### config.mk
export PLATFORM = sky130hd
export DESIGN_NAME = ctrl_frame_conditioner_flat
export DESIGN_NICKNAME = d
export VERILOG_FILES = /design/src/rtl/ctrl_frame_conditioner_if.sv /design/src/rtl/ctrl_frame_conditioner.sv /design/src/flat_wrapper.sv
export SDC_FILE = /design/constraint.sdc
export NUM_CORES = 1
export LEC_CHECK = 0
export CORE_MARGIN = 5
export CORE_UTILIZATION = 23
export DETAILED_ROUTE_END_ITERATION = 10
export PLACE_DENSITY_LB_ADDON = 0.15
export SLEW_MARGIN = 10
export SYNTH_ARGS = -nofsm -noshare
export SYNTH_HDL_FRONTEND = slang
export SYNTH_SLANG_ARGS = --single-unit
### constraint.sdc
create_clock -name clk -period 17.76 [get_ports clk]
set_input_delay 4.44 -clock clk [delete_from_list [all_inputs] [get_ports clk]]
set_output_delay 4.44 -clock clk [all_outputs]
set_load 0.01 [all_outputs]
### src/rtl/ctrl_frame_conditioner_if.sv
// Frame bus between the receiver/game logic and the frame conditioner.
// new_frame and out_valid are one-cycle strobes with no back-pressure: data is valid only in the strobe cycle.
interface ctrl_frame_conditioner_if;
  logic signed [15:0] ax1, ay1, az1, ax2, ay2, az2;
  logic        [11:0] jx, jy;
  logic               btn;
  logic               new_frame;

  logic signed [15:0] fax1, fay1, faz1, fax2, fay2, faz2;
  logic signed [11:0] joy_x, joy_y;
  logic               btn_level;
  logic               btn_press;
  logic               out_valid;
  logic               link_ok;
  logic        [15:0] frame_cnt;
  logic        [7:0]  drop_cnt;

  modport slave (
    input  ax1, ay1, az1, ax2, ay2, az2, jx, jy, btn, new_frame,
    output fax1, fay1, faz1, fax2, fay2, faz2, joy_x, joy_y,
           btn_level, btn_press, out_valid, link_ok, frame_cnt, drop_cnt
  );

  modport master (
    output ax1, ay1, az1, ax2, ay2, az2, jx, jy, btn, new_frame,
    input  fax1, fay1, faz1, fax2, fay2, faz2, joy_x, joy_y,
           btn_level, btn_press, out_valid, link_ok, frame_cnt, drop_cnt
  );
endinterface

### src/rtl/ctrl_frame_conditioner.sv
// Captures a controller frame, smooths accelerations, conditions joystick and button,
// and publishes a registered frame eight cycles later; also tracks link loss.
module ctrl_frame_conditioner #(
  parameter int JOY_CENTER   = 2048,
  parameter int JOY_DEAD     = 64,
  parameter int SMOOTH_SHIFT = 2,
  parameter int BTN_FRAMES   = 3,
  parameter int TIMEOUT_CYC  = 5_000_000
) (
  input  logic                    clk,
  input  logic                    rst_n,
  ctrl_frame_conditioner_if.slave bus,
  output logic [1:0]              state_dbg
);
  localparam logic [1:0] S_IDLE = 2'd0;
  localparam logic [1:0] S_FILT = 2'd1;
  localparam logic [1:0] S_JOY  = 2'd2;
  localparam logic [1:0] S_PUB  = 2'd3;

  localparam int              WD_W    = $clog2(TIMEOUT_CYC + 1);
  localparam logic [WD_W-1:0] WD_MAX  = WD_W'(TIMEOUT_CYC);
  localparam logic signed [13:0] JOY_C   = 14'(JOY_CENTER);
  localparam logic signed [13:0] JOY_D   = 14'(JOY_DEAD);
  localparam logic signed [13:0] JOY_LIM = 14'sd2047;
  localparam logic [3:0]      BTN_N   = 4'(BTN_FRAMES);

  logic [1:0]         state_q, state_d;
  logic [2:0]         idx_q, idx_d;
  logic signed [15:0] cap_a_q [6];
  logic signed [15:0] cap_a_d [6];
  logic [11:0]        cap_jx_q, cap_jx_d, cap_jy_q, cap_jy_d;
  logic               cap_btn_q, cap_btn_d;
  logic signed [15:0] acc_q [6];
  logic signed [15:0] acc_d [6];
  logic               prime_q, prime_d;
  logic [3:0]         agree_q, agree_d;
  logic [WD_W-1:0]    wd_q, wd_d;

  logic signed [15:0] fa_q [6];
  logic signed [15:0] fa_d [6];
  logic [11:0]        joy_x_q, joy_x_d, joy_y_q, joy_y_d;
  logic               btn_level_q, btn_level_d;
  logic               btn_press_q, btn_press_d;
  logic               out_valid_q, out_valid_d;
  logic               link_ok_q, link_ok_d;
  logic [15:0]        frame_cnt_q, frame_cnt_d;
  logic [7:0]         drop_cnt_q, drop_cnt_d;

  logic               accept;
  logic signed [15:0] ema_sample, ema_cur, ema_next;
  logic signed [16:0] ema_diff, ema_step;
  logic [3:0]         agree_inc;
  logic               lvl_new;

  // Centre, dead-zone and clamp one joystick axis.
  function automatic logic [11:0] joy_cond(input logic [11:0] raw);
    logic signed [13:0] d;
    logic signed [13:0] r;
    d = $signed({2'b00, raw}) - JOY_C;
    if (d <= JOY_D && d >= -JOY_D) r = '0;
    else if (d > 14'sd0)           r = d - JOY_D;
    else                           r = d + JOY_D;
    if (r > JOY_LIM)       r = JOY_LIM;
    else if (r < -JOY_LIM) r = -JOY_LIM;
    return r[11:0];
  endfunction

  // Shared EMA datapath; the shifted step never overshoots the sample, so no saturation.
  always_comb begin
    ema_sample = cap_a_q[idx_q];
    ema_cur    = acc_q[idx_q];
    ema_diff   = {ema_sample[15], ema_sample} - {ema_cur[15], ema_cur};
    ema_step   = ema_diff >>> SMOOTH_SHIFT;
    ema_next   = ema_cur + ema_step[15:0];
  end

  always_comb begin
    state_d     = state_q;
    idx_d       = idx_q;
    cap_a_d     = cap_a_q;
    cap_jx_d    = cap_jx_q;
    cap_jy_d    = cap_jy_q;
    cap_btn_d   = cap_btn_q;
    acc_d       = acc_q;
    prime_d     = prime_q;
    agree_d     = agree_q;
    wd_d        = wd_q;
    fa_d        = fa_q;
    joy_x_d     = joy_x_q;
    joy_y_d     = joy_y_q;
    btn_level_d = btn_level_q;
    btn_press_d = 1'b0;
    out_valid_d = 1'b0;
    link_ok_d   = link_ok_q;
    frame_cnt_d = frame_cnt_q;
    drop_cnt_d  = drop_cnt_q;
    agree_inc   = agree_q + 4'd1;
    lvl_new     = btn_level_q;
    accept      = (state_q == S_IDLE) && bus.new_frame;

    case (state_q)
      S_IDLE: begin
        if (bus.new_frame) begin
          cap_a_d[0] = bus.ax1;
          cap_a_d[1] = bus.ay1;
          cap_a_d[2] = bus.az1;
          cap_a_d[3] = bus.ax2;
          cap_a_d[4] = bus.ay2;
          cap_a_d[5] = bus.az2;
          cap_jx_d   = bus.jx;
          cap_jy_d   = bus.jy;
          cap_btn_d  = bus.btn;
          idx_d      = 3'd0;
          state_d    = S_FILT;
        end
      end
      S_FILT: begin
        acc_d[idx_q] = prime_q ? ema_sample : ema_next;
        if (idx_q == 3'd5) state_d = S_JOY;
        else               idx_d   = idx_q + 3'd1;
      end
      S_JOY: begin
        if (cap_btn_q != btn_level_q) begin
          if (agree_inc == BTN_N) begin
            lvl_new = ~btn_level_q;
            agree_d = 4'd0;
          end else begin
            agree_d = agree_inc;
          end
        end else begin
          agree_d = 4'd0;
        end
        // Outputs load on the edge entering PUB so out_valid and data appear together.
        fa_d        = acc_q;
        joy_x_d     = joy_cond(cap_jx_q);
        joy_y_d     = joy_cond(cap_jy_q);
        btn_level_d = lvl_new;
        btn_press_d = lvl_new & ~btn_level_q;
        out_valid_d = 1'b1;
        frame_cnt_d = frame_cnt_q + 16'd1;
        link_ok_d   = 1'b1;
        prime_d     = 1'b0;
        state_d     = S_PUB;
      end
      default: state_d = S_IDLE;
    endcase

    if (bus.new_frame && state_q != S_IDLE && drop_cnt_q != 8'hFF)
      drop_cnt_d = drop_cnt_q + 8'd1;

    if (accept)              wd_d = '0;
    else if (wd_q != WD_MAX) wd_d = wd_q + WD_W'(1);
    if (wd_d == WD_MAX) begin
      link_ok_d = 1'b0;
      prime_d   = 1'b1;
      agree_d   = 4'd0;
    end
  end

  always_ff @(posedge clk) begin
    if (!rst_n) begin
      state_q     <= S_IDLE;
      idx_q       <= 3'd0;
      for (int i = 0; i < 6; i++) begin
        cap_a_q[i] <= '0;
        acc_q[i]   <= '0;
        fa_q[i]    <= '0;
      end
      cap_jx_q    <= '0;
      cap_jy_q    <= '0;
      cap_btn_q   <= 1'b0;
      prime_q     <= 1'b1;
      agree_q     <= 4'd0;
      wd_q        <= '0;
      joy_x_q     <= '0;
      joy_y_q     <= '0;
      btn_level_q <= 1'b0;
      btn_press_q <= 1'b0;
      out_valid_q <= 1'b0;
      link_ok_q   <= 1'b0;
      frame_cnt_q <= '0;
      drop_cnt_q  <= '0;
    end else begin
      state_q     <= state_d;
      idx_q       <= idx_d;
      cap_a_q     <= cap_a_d;
      acc_q       <= acc_d;
      fa_q        <= fa_d;
      cap_jx_q    <= cap_jx_d;
      cap_jy_q    <= cap_jy_d;
      cap_btn_q   <= cap_btn_d;
      prime_q     <= prime_d;
      agree_q     <= agree_d;
      wd_q        <= wd_d;
      joy_x_q     <= joy_x_d;
      joy_y_q     <= joy_y_d;
      btn_level_q <= btn_level_d;
      btn_press_q <= btn_press_d;
      out_valid_q <= out_valid_d;
      link_ok_q   <= link_ok_d;
      frame_cnt_q <= frame_cnt_d;
      drop_cnt_q  <= drop_cnt_d;
    end
  end

  assign bus.fax1      = fa_q[0];
  assign bus.fay1      = fa_q[1];
  assign bus.faz1      = fa_q[2];
  assign bus.fax2      = fa_q[3];
  assign bus.fay2      = fa_q[4];
  assign bus.faz2      = fa_q[5];
  assign bus.joy_x     = joy_x_q;
  assign bus.joy_y     = joy_y_q;
  assign bus.btn_level = btn_level_q;
  assign bus.btn_press = btn_press_q;
  assign bus.out_valid = out_valid_q;
  assign bus.link_ok   = link_ok_q;
  assign bus.frame_cnt = frame_cnt_q;
  assign bus.drop_cnt  = drop_cnt_q;
  assign state_dbg     = state_q;
endmodule

### src/flat_wrapper.sv
// flat-port wrapper written by rule: the top's interface ports become plain ports
module ctrl_frame_conditioner_flat 
#(
  parameter int JOY_CENTER   = 2048,
  parameter int JOY_DEAD     = 64,
  parameter int SMOOTH_SHIFT = 2,
  parameter int BTN_FRAMES   = 3,
  parameter int TIMEOUT_CYC  = 5_000_000
)
  (clk, rst_n, state_dbg, bus_ax1, bus_ay1, bus_az1, bus_ax2, bus_ay2, bus_az2, bus_jx, bus_jy, bus_btn, bus_new_frame, bus_fax1, bus_fay1, bus_faz1, bus_fax2, bus_fay2, bus_faz2, bus_joy_x, bus_joy_y, bus_btn_level, bus_btn_press, bus_out_valid, bus_link_ok, bus_frame_cnt, bus_drop_cnt);
  ctrl_frame_conditioner_if bus_i ();
  input  logic clk;
  input  logic rst_n;
  output logic [1:0] state_dbg;
  input wire logic [$bits(bus_i.ax1)-1:0] bus_ax1;
  input wire logic [$bits(bus_i.ay1)-1:0] bus_ay1;
  input wire logic [$bits(bus_i.az1)-1:0] bus_az1;
  input wire logic [$bits(bus_i.ax2)-1:0] bus_ax2;
  input wire logic [$bits(bus_i.ay2)-1:0] bus_ay2;
  input wire logic [$bits(bus_i.az2)-1:0] bus_az2;
  input wire logic [$bits(bus_i.jx)-1:0] bus_jx;
  input wire logic [$bits(bus_i.jy)-1:0] bus_jy;
  input wire logic [$bits(bus_i.btn)-1:0] bus_btn;
  input wire logic [$bits(bus_i.new_frame)-1:0] bus_new_frame;
  output wire logic [$bits(bus_i.fax1)-1:0] bus_fax1;
  output wire logic [$bits(bus_i.fay1)-1:0] bus_fay1;
  output wire logic [$bits(bus_i.faz1)-1:0] bus_faz1;
  output wire logic [$bits(bus_i.fax2)-1:0] bus_fax2;
  output wire logic [$bits(bus_i.fay2)-1:0] bus_fay2;
  output wire logic [$bits(bus_i.faz2)-1:0] bus_faz2;
  output wire logic [$bits(bus_i.joy_x)-1:0] bus_joy_x;
  output wire logic [$bits(bus_i.joy_y)-1:0] bus_joy_y;
  output wire logic [$bits(bus_i.btn_level)-1:0] bus_btn_level;
  output wire logic [$bits(bus_i.btn_press)-1:0] bus_btn_press;
  output wire logic [$bits(bus_i.out_valid)-1:0] bus_out_valid;
  output wire logic [$bits(bus_i.link_ok)-1:0] bus_link_ok;
  output wire logic [$bits(bus_i.frame_cnt)-1:0] bus_frame_cnt;
  output wire logic [$bits(bus_i.drop_cnt)-1:0] bus_drop_cnt;
  assign bus_i.ax1 = bus_ax1;
  assign bus_i.ay1 = bus_ay1;
  assign bus_i.az1 = bus_az1;
  assign bus_i.ax2 = bus_ax2;
  assign bus_i.ay2 = bus_ay2;
  assign bus_i.az2 = bus_az2;
  assign bus_i.jx = bus_jx;
  assign bus_i.jy = bus_jy;
  assign bus_i.btn = bus_btn;
  assign bus_i.new_frame = bus_new_frame;
  assign bus_fax1 = bus_i.fax1;
  assign bus_fay1 = bus_i.fay1;
  assign bus_faz1 = bus_i.faz1;
  assign bus_fax2 = bus_i.fax2;
  assign bus_fay2 = bus_i.fay2;
  assign bus_faz2 = bus_i.faz2;
  assign bus_joy_x = bus_i.joy_x;
  assign bus_joy_y = bus_i.joy_y;
  assign bus_btn_level = bus_i.btn_level;
  assign bus_btn_press = bus_i.btn_press;
  assign bus_out_valid = bus_i.out_valid;
  assign bus_link_ok = bus_i.link_ok;
  assign bus_frame_cnt = bus_i.frame_cnt;
  assign bus_drop_cnt = bus_i.drop_cnt;
  ctrl_frame_conditioner #(.JOY_CENTER(JOY_CENTER), .JOY_DEAD(JOY_DEAD), .SMOOTH_SHIFT(SMOOTH_SHIFT), .BTN_FRAMES(BTN_FRAMES), .TIMEOUT_CYC(TIMEOUT_CYC)) u_core (.clk(clk), .rst_n(rst_n), .bus(bus_i), .state_dbg(state_dbg));
endmodule
==> key figures <==
Status
  – Run status: finished, final reports clean

Yosys
  – Number of register bits inferred by synthesis: 398
  – Synth warn: 0
  – Xor and xnor area share after synthesis: 0.0392
  – Average footprint of a synthesized cell: 8.34 µm²
  – Async set-or-reset flop fraction in the synthesized netlist: 0
  – Adder-cell share of the synthesized area: 0.0353
  – Sequential fraction of the synthesis area: 0.436
  – Simple-gate share of the synthesized area: 0.185
  – Dominant synthesized flop cell: sky130_fd_sc_hd__dfxtp_1
  – Summed instance area of the synthesized netlist: 0.0183 mm²
  – Number of synthesized flops with an enable pin: 0
  – Share of synthesized area spent on multiplexers: 0.104
  – Synthesized-area fraction occupied by ao, oa, aoi and oai cells: 0.157
  – Count of mapped cells out of synthesis: 2,191
  – Combinational family with the most area after synthesis: simple AND/OR/NAND/NOR gates
  – Number of nets produced by synthesis: 2,366
  – Count of different cell masters after synthesis: 67

GRT
  – Fraction of met3 tracks used by global routing: 0.0268
  – Largest net degree at the start of global routing: 110
  – Antenna violations before repair: 0
  – Remaining global-route overflow: 0
  – Global-route met2 utilization: 0.240
  – Number of global-route vias before repair: 15,300
  – First-pass GRT wire length: 97,600 µm
  – Busiest grt layer: met2
  – Tot GR Track Use: 0.145
  – Met1 Resource Use GR: 0.200

Clocking
  – Post-CTS Setup Repair Bufs: 0
  – Clock buffer depth: 3
  – Root buffer cell: sky130_fd_sc_hd__clkbuf_16
  – Htree depth: 2
  – Later-pin clock latency in the skew report: 0.59 ns
  – Clock slew at the register clock pins of the worst setup and hold paths: 0.06 ns
  – Clock tree from TritonCTS: done
  – Clock sink count: 398
  – Quantity of hold-fixing buffers added after cts: 0
  – Num CTS Buffers: 48
  – Count of instances resized after the clock tree is built: 0

Floorplanning
  – Std cell rows: 103
  – Initial Util: 0.232
  – Die area: 0.0852 mm²
  – IO Count: 274
  – CORE AREA: 0.0789 mm²
  – Die span in y: 292 µm
  – Overall die width: 292 µm

Timing
  – Transition at the pin with the smallest max-transition slack: 1.23 ns
  – Setup skew after layout: 0.0283 ns
  – Minimum clock period: 6.95 ns
  – Setup repair after global routing missed its margin: no
  – Final Setup Violations: 0
  – Final Hold Fails: 0
  – Final period util: 0.391
  – Final TNS setup: 0 ns
  – Number of max-slew violations in the final report: 0
  – Worst slew margin: 0.180
  – Max Clk Rate: 144 MHz

Placed design
  – Post-detailed-placement half-perimeter wirelength: 47,000 µm
  – IO buf count: 273
  – RD Place Congestion: 0.791

Flow run
  – Count of max-cap constraint violations: 0

Layout
  – Share of cells above drive strength 1: 0.0596
  – Post-layout util: 0.300
  – Diode count: 0
  – Fin nets: 2,552
  – Area delta synth->final: 29.5%

Worst hold path
  – Path category of the worst min-delay check: flop to flop

Worst setup path
  – CP max FO: 54
  – CP Capture Type: flop
  – Worst setup path class: flop to flop
  – Element type at the critical path start: flop
  – Critical path arrival: 7.46 ns
  – Worst path required time: 18.27 ns

Pwr
  – Sequential power share: 0.261
  – Worst voltage drop across the vdd grid: 0.122 mV
  – Net Sw Power: 1700 µW
  – Power Dens Cells: 177 mW/mm²
  – Combinational cell fraction of total power: 0.481
  – Switching power share of the total: 0.408
  – Static power due to leakage: 0.00834 µW
  – P_int: 2470 µW
  – Proportion of power drawn by the clock network: 0.257

Routing
  – Total vias in the final route: 15,900
  – Count of TritonRoute iterations in the first routing pass: 4
  – Antenna viol nets, final: 0
  – Final wirelength: 65,100 µm
  – Routed length per placed instance: 18.8 µm
  – Count of routing violations after the opening detailed-route iteration: 1,040
  – Vias per std cell: 4.60
  – Remaining DRCs: 0
==> through the flow <==
step | cell area, µm² | hold WS, ns | instances | setup slack, ns | power [µW]
3_3_place_gp | 21900 | 0.442 | 3377 | 10.60 | 3100
4_1_cts | 23700 | 0.453 | 3466 | 10.82 | 4220
2_1_floorplan | 18300 | 0.433 | 2191 | 11.87 | 2550
5_1_grt | 23700 | 0.467 | 3466 | 10.22 | 4460
6_report | 23700 | 0.452 | 3466 | 10.81 | 4180
3_5_place_dp | 21900 | 0.445 | 3377 | 10.57 | 3120
==> cell usage in the layout (no fill, tap or decap), types with 4 or more instances in the layout <==
master                            count
sky130_fd_sc_hd__o221ai_1            15
sky130_fd_sc_hd__clkbuf_16           50
sky130_fd_sc_hd__o22ai_1             16
sky130_fd_sc_hd__a211oi_1            75
sky130_fd_sc_hd__nor2_1             300
sky130_fd_sc_hd__mux2i_1            180
sky130_fd_sc_hd__clkbuf_8            12
sky130_fd_sc_hd__nand2b_1             9
sky130_fd_sc_hd__buf_4               19
sky130_fd_sc_hd__or3_1                6
sky130_fd_sc_hd__and3_1              20
sky130_fd_sc_hd__bufinv_16            7
sky130_fd_sc_hd__nor2b_1              8
sky130_fd_sc_hd__nor4_1               5
sky130_fd_sc_hd__ha_1                49
sky130_fd_sc_hd__nand4_1             11
sky130_fd_sc_hd__clkdlybuf4s50_1    272
sky130_fd_sc_hd__and4_1               4
sky130_fd_sc_hd__mux2_2               7
sky130_fd_sc_hd__o221a_2              9
sky130_fd_sc_hd__a21oi_1            214
sky130_fd_sc_hd__clkinv_2            12
sky130_fd_sc_hd__nor3_1              26
sky130_fd_sc_hd__and2_1               5
sky130_fd_sc_hd__o21a_1               4
sky130_fd_sc_hd__o21ai_0             63
sky130_fd_sc_hd__xor2_1              38
sky130_fd_sc_hd__nand3_1             46
sky130_fd_sc_hd__a31oi_1             14
sky130_fd_sc_hd__a21o_1               8
sky130_fd_sc_hd__clkbuf_1             4
sky130_fd_sc_hd__inv_1               46
sky130_fd_sc_hd__xnor2_1             42
sky130_fd_sc_hd__dfxtp_1            395
sky130_fd_sc_hd__a41o_1               5
sky130_fd_sc_hd__nand2_1            341
sky130_fd_sc_hd__nor4b_1              5
==> final cells by class <==
class	instances	area, µm²
Clock inverter	23	313
Tap cell	1050	1310
Inverter	48	188
Sequential cell	398	7980
Multi-Input combinational cell	1589	9570
Timing Repair Buffer	292	2870
Fill cell	8359	55200
Clock buffer	66	1430
==> kinds of logic after synthesis <==
family,Yosys count
simple gates,805
compound gates,463
flops,398
buf+inv,204
mux,189
xor+xnor,81
fa+ha+maj,51
==> worst max-delay path: stages, from the launching register on <==
cell                       delay (ns)
sky130_fd_sc_hd__dfxtp_4         0.92
sky130_fd_sc_hd__buf_4           0.73
sky130_fd_sc_hd__mux2i_1         0.29
sky130_fd_sc_hd__o22ai_1         0.09
sky130_fd_sc_hd__o21ai_0         0.52
sky130_fd_sc_hd__ha_1            0.38
sky130_fd_sc_hd__o21ai_0         0.17
sky130_fd_sc_hd__nand2b_1        0.16
sky130_fd_sc_hd__a31oi_4         0.23
sky130_fd_sc_hd__nand2b_1        0.18
sky130_fd_sc_hd__a21boi_0        0.14
sky130_fd_sc_hd__o21a_1          0.19
sky130_fd_sc_hd__nor2_1          0.11
sky130_fd_sc_hd__xnor2_1         0.13
sky130_fd_sc_hd__ha_1            0.30
sky130_fd_sc_hd__nand3_1         0.09
sky130_fd_sc_hd__nand2_1         0.05
sky130_fd_sc_hd__a41o_1          0.22
sky130_fd_sc_hd__o41ai_1         0.43
sky130_fd_sc_hd__o21ai_0         0.29
sky130_fd_sc_hd__a31oi_1         0.62
sky130_fd_sc_hd__nand2_1         0.09
sky130_fd_sc_hd__mux2_1          0.32
sky130_fd_sc_hd__a31oi_1         0.17
==> per-layer routing <==
layer,wire (µm),share of wire
met5,0,0
met4,1150,0.018
met3,2960,0.045
met2,30200,0.46
met1,30800,0.47
==> path summary, 6_finish.rpt <==
kind	from	end	slack (ns)	cells past startpoint
max reg2reg	u_core.idx_q[1]	u_core.acc_q[15]	10.81	23
min reg2reg	u_core.cap_a_q[48]	u_core.cap_a_q[48]	0.45	2
min	u_core.cap_a_q[48]	u_core.cap_a_q[48]	0.45	2
max	u_core.idx_q[1]	u_core.acc_q[15]	10.81	23
==> power groups by stage <==
stage	logic, µW	registers [µW]	clock network [µW]
final	2010	1090	1070
after CTS	2020	1090	1110
after detailed placement	2010	1110	0
after floorplan	1460	1080	0
after global routing	2210	1110	1150
after global placement	1990	1110	0
==> sequential cells by signal, indices dropped and copies added, names as in the netlist, 8 cells and up <==
signal                cells
u_core.acc_q             96
u_core.cap_a_q           96
u_core.wd_q              23
u_core.bus.fax1          16
u_core.bus.fax2          16
u_core.bus.fay1          16
u_core.bus.fay2          16
u_core.bus.faz1          16
u_core.bus.faz2          16
u_core.bus.frame_cnt     16
u_core.bus.joy_x         12
u_core.bus.joy_y         12
u_core.cap_jx_q          12
u_core.cap_jy_q          12
u_core.bus.drop_cnt       8
==> synthesized netlist by cell type (26+ instances only) <==
cell type,number,area share
sky130_fd_sc_hd__nor3_1,26,0.0071
sky130_fd_sc_hd__clkbuf_1,119,0.024
sky130_fd_sc_hd__dfxtp_1,398,0.44
sky130_fd_sc_hd__buf_1,33,0.0068
sky130_fd_sc_hd__a211oi_1,75,0.031
sky130_fd_sc_hd__ha_1,50,0.034
sky130_fd_sc_hd__nand2_1,342,0.070
sky130_fd_sc_hd__xnor2_1,42,0.020
sky130_fd_sc_hd__nand3_1,46,0.013
sky130_fd_sc_hd__inv_1,46,0.0094
sky130_fd_sc_hd__nor2_1,300,0.062
sky130_fd_sc_hd__xor2_1,38,0.018
sky130_fd_sc_hd__mux2i_1,180,0.099
sky130_fd_sc_hd__a21oi_1,214,0.059
sky130_fd_sc_hd__o21ai_0,63,0.017
Power figures use the tool's default switching activity.
